**src/rtl/elastic_mul_pipe_pkg.sv**
```systemverilog
// Shared helpers for the elastic multiplier: ceiling log2 and product width resizing.
package elastic_mul_pipe_pkg;

  localparam int DEFAULT_DATA_SIZE_IN = 8;
  localparam int PROD_W               = 2 * DEFAULT_DATA_SIZE_IN;
  localparam int RESIZE_MAX_W         = 128;

  function automatic int clog2(input int value);
    int result;
    int v;
    result = 0;
    v      = value - 1;
    while (v > 0) begin
      result = result + 1;
      v      = v >> 1;
    end
    return result;
  endfunction

  // Extends a src_w-bit value to RESIZE_MAX_W bits; callers truncate to their width.
  function automatic logic [RESIZE_MAX_W-1:0] resize_ext(input logic [RESIZE_MAX_W-1:0] value,
                                                         input int src_w,
                                                         input logic sgn);
    logic [RESIZE_MAX_W-1:0] result;
    result = value;
    for (int i = 0; i < RESIZE_MAX_W; i++) begin
      if (i >= src_w) begin
        result[i] = sgn & value[src_w-1];
      end else begin
        result[i] = value[i];
      end
    end
    return result;
  endfunction

endpackage

```
**src/rtl/elastic_fifo_sa.sv**
```systemverilog
// Show-ahead FIFO with compare-and-wrap pointers, so any depth >= 1 works.
module elastic_fifo_sa
  import elastic_mul_pipe_pkg::*;
#(
  parameter int DATA_WIDTH = 16,
  parameter int DEPTH      = 6
) (
  input  logic                          clk,
  input  logic                          rst,
  input  logic                          push,
  input  logic [DATA_WIDTH-1:0]         push_data,
  input  logic                          pop,
  output logic [DATA_WIDTH-1:0]         head,
  output logic                          full,
  output logic                          empty,
  output logic [clog2(DEPTH + 1)-1:0]   count
);

  localparam int PTR_W = (DEPTH > 1) ? clog2(DEPTH) : 1;
  localparam int CNT_W = clog2(DEPTH + 1);

  logic [DATA_WIDTH-1:0] mem_r [DEPTH];
  logic [PTR_W-1:0]      rd_ptr_r;
  logic [PTR_W-1:0]      wr_ptr_r;
  logic [CNT_W-1:0]      count_r;
  logic                  do_push_s;
  logic                  do_pop_s;

  function automatic logic [PTR_W-1:0] ptr_next(input logic [PTR_W-1:0] p);
    return (p == PTR_W'(DEPTH - 1)) ? '0 : p + PTR_W'(1);
  endfunction

  assign full      = (count_r == CNT_W'(DEPTH));
  assign empty     = (count_r == '0);
  assign count     = count_r;
  assign head      = mem_r[rd_ptr_r];
  assign do_pop_s  = pop & ~empty;
  // A full FIFO still takes a write when the head leaves in the same cycle.
  assign do_push_s = push & (~full | do_pop_s);

  // Pointer and occupancy tracking
  always_ff @(posedge clk or posedge rst) begin
    if (rst) begin
      rd_ptr_r <= '0;
      wr_ptr_r <= '0;
      count_r  <= '0;
    end else begin
      if (do_push_s) begin
        wr_ptr_r <= ptr_next(wr_ptr_r);
      end
      if (do_pop_s) begin
        rd_ptr_r <= ptr_next(rd_ptr_r);
      end
      case ({do_push_s, do_pop_s})
        2'b10:   count_r <= count_r + CNT_W'(1);
        2'b01:   count_r <= count_r - CNT_W'(1);
        default: count_r <= count_r;
      endcase
    end
  end

  // Storage; entries are only observed while the FIFO is non-empty
  always_ff @(posedge clk) begin
    if (do_push_s) begin
      mem_r[wr_ptr_r] <= push_data;
    end
  end

endmodule

```
**src/rtl/elastic_mul_pipe_chk.sv**
```systemverilog
// Invariants of the credit scheme: no write into a full FIFO, credits bounded by depth.
module elastic_mul_pipe_chk #(
  parameter int FIFO_DEPTH = 6,
  parameter int CNT_W      = 3
) (
  input logic             clk,
  input logic             rst,
  input logic             push,
  input logic             full,
  input logic [CNT_W-1:0] outstanding,
  input logic [CNT_W-1:0] fifo_count
);

  push_never_full: assert property (@(posedge clk) disable iff (rst) !(push && full));
  credit_bound:    assert property (@(posedge clk) disable iff (rst) outstanding <= CNT_W'(FIFO_DEPTH));
  buffered_within: assert property (@(posedge clk) disable iff (rst) fifo_count <= outstanding);

endmodule

```
**src/rtl/elastic_mul_pipe.sv**
```systemverilog
// Elastic multiplier: free-running pipeline, show-ahead result FIFO and credit-gated admission,
// so downstream ready never reaches operand ready combinationally.
module elastic_mul_pipe
  import elastic_mul_pipe_pkg::*;
#(
  parameter int DATA_SIZE_IN  = 8,
  parameter int DATA_SIZE_OUT = 16,
  parameter int LATENCY       = 4,
  parameter int FIFO_DEPTH    = 6,
  parameter int SIGNED        = 0
) (
  input  logic                     clk,
  input  logic                     rst,
  input  logic [DATA_SIZE_IN-1:0]  dataInArray_0,
  input  logic [DATA_SIZE_IN-1:0]  dataInArray_1,
  input  logic [1:0]               pValidArray,
  output logic [1:0]               readyArray,
  output logic [DATA_SIZE_OUT-1:0] dataOutArray,
  output logic                     validArray,
  input  logic                     nReadyArray
);

  localparam int PW    = 2 * DATA_SIZE_IN;
  localparam int CNT_W = clog2(FIFO_DEPTH + 1);

  logic [CNT_W-1:0]        outstanding_r;
  logic [DATA_SIZE_IN-1:0] a_r;
  logic [DATA_SIZE_IN-1:0] b_r;
  logic [LATENCY-1:0]      stage_valid_r;
  logic                    can_accept_s;
  logic                    accept_s;
  logic                    pop_s;
  logic                    push_s;
  logic [PW-1:0]           a_ext_s;
  logic [PW-1:0]           b_ext_s;
  logic [PW-1:0]           prod_s;
  logic [PW-1:0]           last_data_s;
  logic [PW-1:0]           head_s;
  logic                    fifo_full_s;
  logic                    fifo_empty_s;
  logic [CNT_W-1:0]        fifo_count_s;

  assign can_accept_s = (outstanding_r < CNT_W'(FIFO_DEPTH));
  assign accept_s     = ~rst & can_accept_s & pValidArray[0] & pValidArray[1];
  assign readyArray   = {~rst & can_accept_s & pValidArray[0], ~rst & can_accept_s & pValidArray[1]};
  assign validArray   = ~fifo_empty_s;
  assign pop_s        = validArray & nReadyArray;
  assign push_s       = stage_valid_r[LATENCY-1];

  // Full-width operands so one multiplier serves both signed and unsigned modes.
  assign a_ext_s = {{DATA_SIZE_IN{(SIGNED != 0) & a_r[DATA_SIZE_IN-1]}}, a_r};
  assign b_ext_s = {{DATA_SIZE_IN{(SIGNED != 0) & b_r[DATA_SIZE_IN-1]}}, b_r};
  assign prod_s  = a_ext_s * b_ext_s;

  // Credit counter: in-flight plus buffered results
  always_ff @(posedge clk or posedge rst) begin
    if (rst) begin
      outstanding_r <= '0;
    end else begin
      case ({accept_s, pop_s})
        2'b10:   outstanding_r <= outstanding_r + CNT_W'(1);
        2'b01:   outstanding_r <= outstanding_r - CNT_W'(1);
        default: outstanding_r <= outstanding_r;
      endcase
    end
  end

  // Stage 0 operand capture and the valid shift chain
  always_ff @(posedge clk or posedge rst) begin
    if (rst) begin
      a_r           <= '0;
      b_r           <= '0;
      stage_valid_r <= '0;
    end else begin
      if (accept_s) begin
        a_r <= dataInArray_0;
        b_r <= dataInArray_1;
      end
      stage_valid_r[0] <= accept_s;
      for (int i = 1; i < LATENCY; i++) begin
        stage_valid_r[i] <= stage_valid_r[i-1];
      end
    end
  end

  generate
    if (LATENCY == 1) begin : g_lat1
      assign last_data_s = prod_s;
    end else begin : g_latn
      logic [PW-1:0] stage_data_r [1:LATENCY-1];

      // Product carry stages
      always_ff @(posedge clk or posedge rst) begin
        if (rst) begin
          for (int i = 1; i < LATENCY; i++) begin
            stage_data_r[i] <= '0;
          end
        end else begin
          stage_data_r[1] <= prod_s;
          for (int i = 2; i < LATENCY; i++) begin
            stage_data_r[i] <= stage_data_r[i-1];
          end
        end
      end

      assign last_data_s = stage_data_r[LATENCY-1];
    end
  endgenerate

  elastic_fifo_sa #(
    .DATA_WIDTH (PW),
    .DEPTH      (FIFO_DEPTH)
  ) u_fifo (
    .clk       (clk),
    .rst       (rst),
    .push      (push_s),
    .push_data (last_data_s),
    .pop       (pop_s),
    .head      (head_s),
    .full      (fifo_full_s),
    .empty     (fifo_empty_s),
    .count     (fifo_count_s)
  );

  // Output resize; forced to zero while empty so reset and idle read as 0
  always_comb begin
    dataOutArray = '0;
    if (validArray) begin
      dataOutArray = DATA_SIZE_OUT'(resize_ext(RESIZE_MAX_W'(head_s), PW, 1'(SIGNED != 0)));
    end else begin
      dataOutArray = '0;
    end
  end

  elastic_mul_pipe_chk #(
    .FIFO_DEPTH (FIFO_DEPTH),
    .CNT_W      (CNT_W)
  ) u_chk (
    .clk         (clk),
    .rst         (rst),
    .push        (push_s),
    .full        (fifo_full_s),
    .outstanding (outstanding_r),
    .fifo_count  (fifo_count_s)
  );

endmodule

```
**config.mk**
```make
export PLATFORM = sky130hd
export DESIGN_NAME = elastic_mul_pipe
export DESIGN_NICKNAME = d
export VERILOG_FILES = /design/src/rtl/elastic_mul_pipe_pkg.sv /design/src/rtl/elastic_fifo_sa.sv /design/src/rtl/elastic_mul_pipe_chk.sv /design/src/rtl/elastic_mul_pipe.sv
export SDC_FILE = /design/constraint.sdc
export NUM_CORES = 1
export LEC_CHECK = 0
export ABC_AREA = 1
export CORE_MARGIN = 2
export CORE_UTILIZATION = 61
export CTS_CLUSTER_SIZE = 28
export DETAILED_ROUTE_END_ITERATION = 10
export MAX_ROUTING_LAYER = met4
export PLACE_DENSITY = 0.77
export RECOVER_POWER = 50
export SLEW_MARGIN = 20
export SYNTH_ARGS = -nofsm -noshare
export SYNTH_HDL_FRONTEND = slang
export SYNTH_HIERARCHICAL = 1
export SYNTH_SLANG_ARGS = --single-unit
export TNS_END_PERCENT = 50
```
**constraint.sdc**
```tcl
create_clock -name clk -period 4.5 [get_ports clk]
set_input_delay 1.35 -clock clk [delete_from_list [all_inputs] [get_ports clk]]
set_output_delay 1.35 -clock clk [all_outputs]
set_load 0.05 [all_outputs]
```
# [Word level (Yosys, flattened, before mapping)]
# Memories as Yosys holds them, arrays and structs flattened.
# Index checks and enable logic that the tools add are counted.
[op_classes] mul=1 n_lt_le_gt_ge=1 mux=7 bitwise_logic=11 n_eq_ne=7 reduce_logical=3 n_addsub=6
[ops] op="multiplier 8 x 8 -> 16 bit" count=1
[ops] op="2-to-1 mux 16 bit" count=1
[ops] op="adder 3 x 1 -> 3 bit, second input constant" count=4
[ops] op="one-hot mux 3 bit (2 select lines)" count=2
[ops] op="equality test 3 bit, second input constant" count=3
[ops] op="bitwise AND 1 bit" count=7
[ops] op="2-to-1 mux 3 bit" count=2
[ops] op="subtractor 3 x 1 -> 3 bit, second input constant" count=2
[ops] op="equality test 2 x 1 -> 1 bit, second input constant" count=2
[ops] op="equality test 2 bit, second input constant" count=2
[ops] op="nonzero test 2 bit" count=2
[ops] op="logical NOT 3 bit" count=1
[ops] op="< comparator 3 bit, second input constant" count=1
[ops] op="inverter 1 bit" count=3
[ops] op="2-to-1 mux 1 bit" count=2
[ops] op="OR 1 bit" count=1
[word_totals] ramBits=96 register_bits=80 output_inout_bits=19 elab_cells=47 in_bits=21 n_memories=1
[memory_table] memory="u_fifo.mem_r" depth=6 word_bits=16 read_ports=1 rd_ports_with_merged_regs=0 wr=1 line_no="elastic_fifo_sa.sv:22" text="logic [DATA_WIDTH-1:0] mem_r [DEPTH];"

# [Logic depth before layout (Yosys ltp)]
[depth] depth_word=8 depth_mapped=20 ltp_nobuf=19

# [Modules after synthesis]
# The synthesis kept the hierarchy.
[by_module_without_submodules] mod="elastic_mul_pipe" area_per_inst_um2=4677.0 seq_area_each_um2=1776.7 instances=1 cells_per_inst=557
[by_module_without_submodules] mod="elastic_fifo_sa" area_per_inst_um2=4216.5 seq_area_each_um2=3108.0 instances=1 cells_per_inst=338

# [Worst setup path before layout]
# No wires, ideal clock.
[synth_timing] path_kind="input to output" start="in rst" end="out readyArray[0]" required_time_ns=3.150 n_path_buf=0 setup_slack_ns=0.068 arrival_ns=3.082 cell_stages=3 path_cell_list="inv_2 -> o21ai_2 -> nor2_1"
[synth_via] elab_chain_len=3
[synth_lines] element="from (decl)" line_no="elastic_mul_pipe.sv:13" text="input logic rst,"
[synth_lines] element="inverter 1 bit" line_no="elastic_mul_pipe.sv:45" text="assign readyArray = {~rst & can_accept_s & pValidArray[0], ~rst & can_accept_s & pValidArray[1]};"
[synth_lines] element="bitwise AND 1 bit (2 in series)" line_no="elastic_mul_pipe.sv:45"
[synth_lines] element="to (decl)" line_no="elastic_mul_pipe.sv:17" text="output logic [1:0] readyArray,"
# No other way between the ends.

# [Worst setup path in the final report]
[layout_timing] start="reg a_r[1]" end="reg g_latn.stage_data_r[42] in the netlist's numbering"
[layout_via] elab_chain_len=1
[layout_lines] element="from (decl)" line_no="elastic_mul_pipe.sv:27" text="logic [DATA_SIZE_IN-1:0] a_r;"
[layout_lines] element="from (signal assigned)" line_no="elastic_mul_pipe.sv:76" text="a_r <= dataInArray_0;"
[layout_lines] element="multiplier 8 x 8 -> 16 bit" line_no="elastic_mul_pipe.sv:53" text="assign prod_s = a_ext_s * b_ext_s;"
[layout_lines] element="net prod_s[10]" line_no="elastic_mul_pipe.sv:36" text="logic [PW-1:0] prod_s;"
[layout_lines] element="to (signal, indexed assignment)" line_no="elastic_mul_pipe.sv:101" text="stage_data_r[i] <= stage_data_r[i-1];"
[layout_lines] element="to (decl)" line_no="elastic_mul_pipe.sv:90" text="logic [PW-1:0] stage_data_r [1:LATENCY-1];"
# The timed path passes the listed nets, and every way through them passes these cells.
# A chain may end at the register's enable or synchronous reset.

==> impl_metrics.json <==
{
  "hold_viol": 0,
  "violations": "max-capacitance violations, max-slew violations",
  "leakage_nw": 5.087,
  "io_buffer_count": 39,
  "yosysWarnings": 6,
  "first_iter_violations": 390,
  "antenna_found_initial": 0,
  "max_slew_margin": -0.1563,
  "status": "complete, but fails checks",
  "netlist_area_um2": 8890,
  "fin_tns_setup_ps": 0,
  "criticalPathCategory": "register to register",
  "die-area_um2": 15560,
  "clk_pin_slew_worst_paths_ps": 70,
  "setup_viol": 0,
  "r2r_cells": 14,
  "hpwl_um": 10460,
  "die_w_um": 124.7,
  "worst_slack_ps": 488.8,
  "core_area_um2": 14370,
  "wirelength_um": 15630,
  "grt-ovfl-total": 0,
  "fin_area_um2": 9992,
  "cp-start-kind": "register",
  "grt_pass1_wl_um": 27240,
  "ir_drop_mv": 0.6324,
  "first_global_vias": 5901,
  "min_period_ps": 4011,
  "required_ps": 4840,
  "wl_per_cell_um": 13.90,
  "ctsRootBufferMaster": "clkbuf_16",
  "fp.dieH_um": 124.7,
  "cts_tree": "yes",
  "start_util": 0.6187,
  "final_net_count": 1024,
  "rsz0062_at_grt": "false",
  "cts_max_level": 4,
  "postRouteAntennaNets": 0,
  "io_pins": 40,
  "fp-row-count": 44,
  "insertion_delay_ps": 430,
  "hp-class": "register to register",
  "crit_arrival_ps": 4350,
  "cts_buffers": 17,
  "ctsHoldBuffers": 0,
  "hold_depth": 0,
  "cts_buffer_depth": 2,
  "crit_path_end_kind": "register",
  "power_density_nw_per_um2": 788.6,
  "vias_per_cell": 5.163,
  "gp_congestion": 0.9080,
  "final_core_util": 0.6954,
  "vias": 5808,
  "dr.pass1.iters": 5,
  "placed_area_um2": 9379,
  "post_cts_buffers": 0,
  "fin_crit_sh": 0.8914,
  "syn_to_final_growth_pct": 12.40,
  "drc": 0,
  "path_max_fanout": 9,
  "syn_nets": 990,
  "grt_use_total": 0.2287,
  "synthCells": 894,
  "post-place-ws_ps": 532.7,
  "worstMarginPinSlew_ps": 1734,
  "maxCapViolCount": 1,
  "slew_viol_final": 72,
  "timing.fmax_ghz": 0.2493,
  "avgSynthCellArea_um2": 9.944,
  "cts_sinks": 176,
  "skew_ps": 17.79,
  "grt_max_degree": 72,
  "cts_resized": 0,
  "drive_above_1_share": 0.07864,
  "antennaDiodeCount": 0
}
-- layer usage --
| metal | vias to the layer above | part of all wire | global-route usage | routed length (µm) |
|---|---|---|---|---|
| met4 | 0 | 0.021 | 0.08460 | 324 |
| met2 | 135 | 0.53 | 0.3967 | 8308 |
| met3 | 27 | 0.036 | 0.04038 | 567 |
| met1 | 2809 | 0.41 | 0.2689 | 6434 |
| li1 | 2837 | - | - | - |
| met5 | - | 0 | - | 0 |
-- critical path, cell delays in order (launching register included) --
cell     delay [ps]
dfrtp_1         530
nand2_1         140
fa_1            520
fa_1            540
inv_1            60
fa_1            540
inv_1            60
fa_1            540
inv_1            50
ha_1            340
nand2_1         110
nor2_1          190
nand2_1          80
nand2_1          80
xor2_1          150
-- flip-flops by register name (all words and copies together), names as in the netlist, 4 cells and up --
signal	cells
last_data_s	16
b_r	8
g_latn.stage_data_r	32
a_r	8
stage_valid_r	4
u_fifo/mem_r	96
-- final timing paths --
check                                                to                    start  slack (ps)
worst max-delay path            g_latn.stage_data_r[42]                   a_r[1]         490
worst min-delay path                     last_data_s[2]  g_latn.stage_data_r[18]         350
worst max register to register  g_latn.stage_data_r[42]                   a_r[1]         490
worst min register to register           last_data_s[2]  g_latn.stage_data_r[18]         350
max in group asynchronous       g_latn.stage_data_r[25]                      rst        1430
min in group asynchronous            u_fifo/wr_ptr_r[1]                      rst        1360
-- through the flow --
stage | power [mW] | hold WS, ps | std cells
2_1_floorplan | 5.451 | 331.2 | 894
3_3_place_gp | 6.241 | 332.3 | 1093
3_5_place_dp | 6.362 | 334.7 | 1093
4_1_cts | 7.960 | 348.4 | 1125
5_1_grt | 8.612 | 353.4 | 1125
6_report | 7.880 | 346.9 | 1125
-- layout make-up --
class,count,area [µm²]
multi-input cells,511,3126
well taps,184,230.2
fillers,1056,4377
flip-flops and latches,176,4885
clock inverters,9,108.9
repair buffers,52,457.9
inverters,170,640.6
clock buffers,23,544.3
-- layout by cell type (no fill, tap or decap), types with 2 or more instances in the layout --
cell,instances
xnor2_1,2
nand3_2,2
nor3_2,3
clkbuf_1,2
fa_1,38
buf_4,26
o21ai_1,5
inv_1,163
nor2_1,49
o22ai_1,18
clkinv_2,2
nand3_1,18
edfxtp_1,96
inv_4,3
dfrtp_1,80
clkbuf_16,21
clkdlybuf4s50_1,19
ha_1,37
nand2_1,265
dlygate4sd3_1,2
bufinv_16,2
buf_12,2
xor2_1,8
o21ai_0,17
inv_2,5
nand4_1,7
a21oi_1,38
clkbuf_2,2
inv_6,3
-- report_power, final --
part	switching, mW	total, mW	internal [mW]
registers	0.345	2.51	2.16
logic	2.50	3.81	1.31
clock network	0.590	1.56	0.973
(Power assumes the default switching activity.)
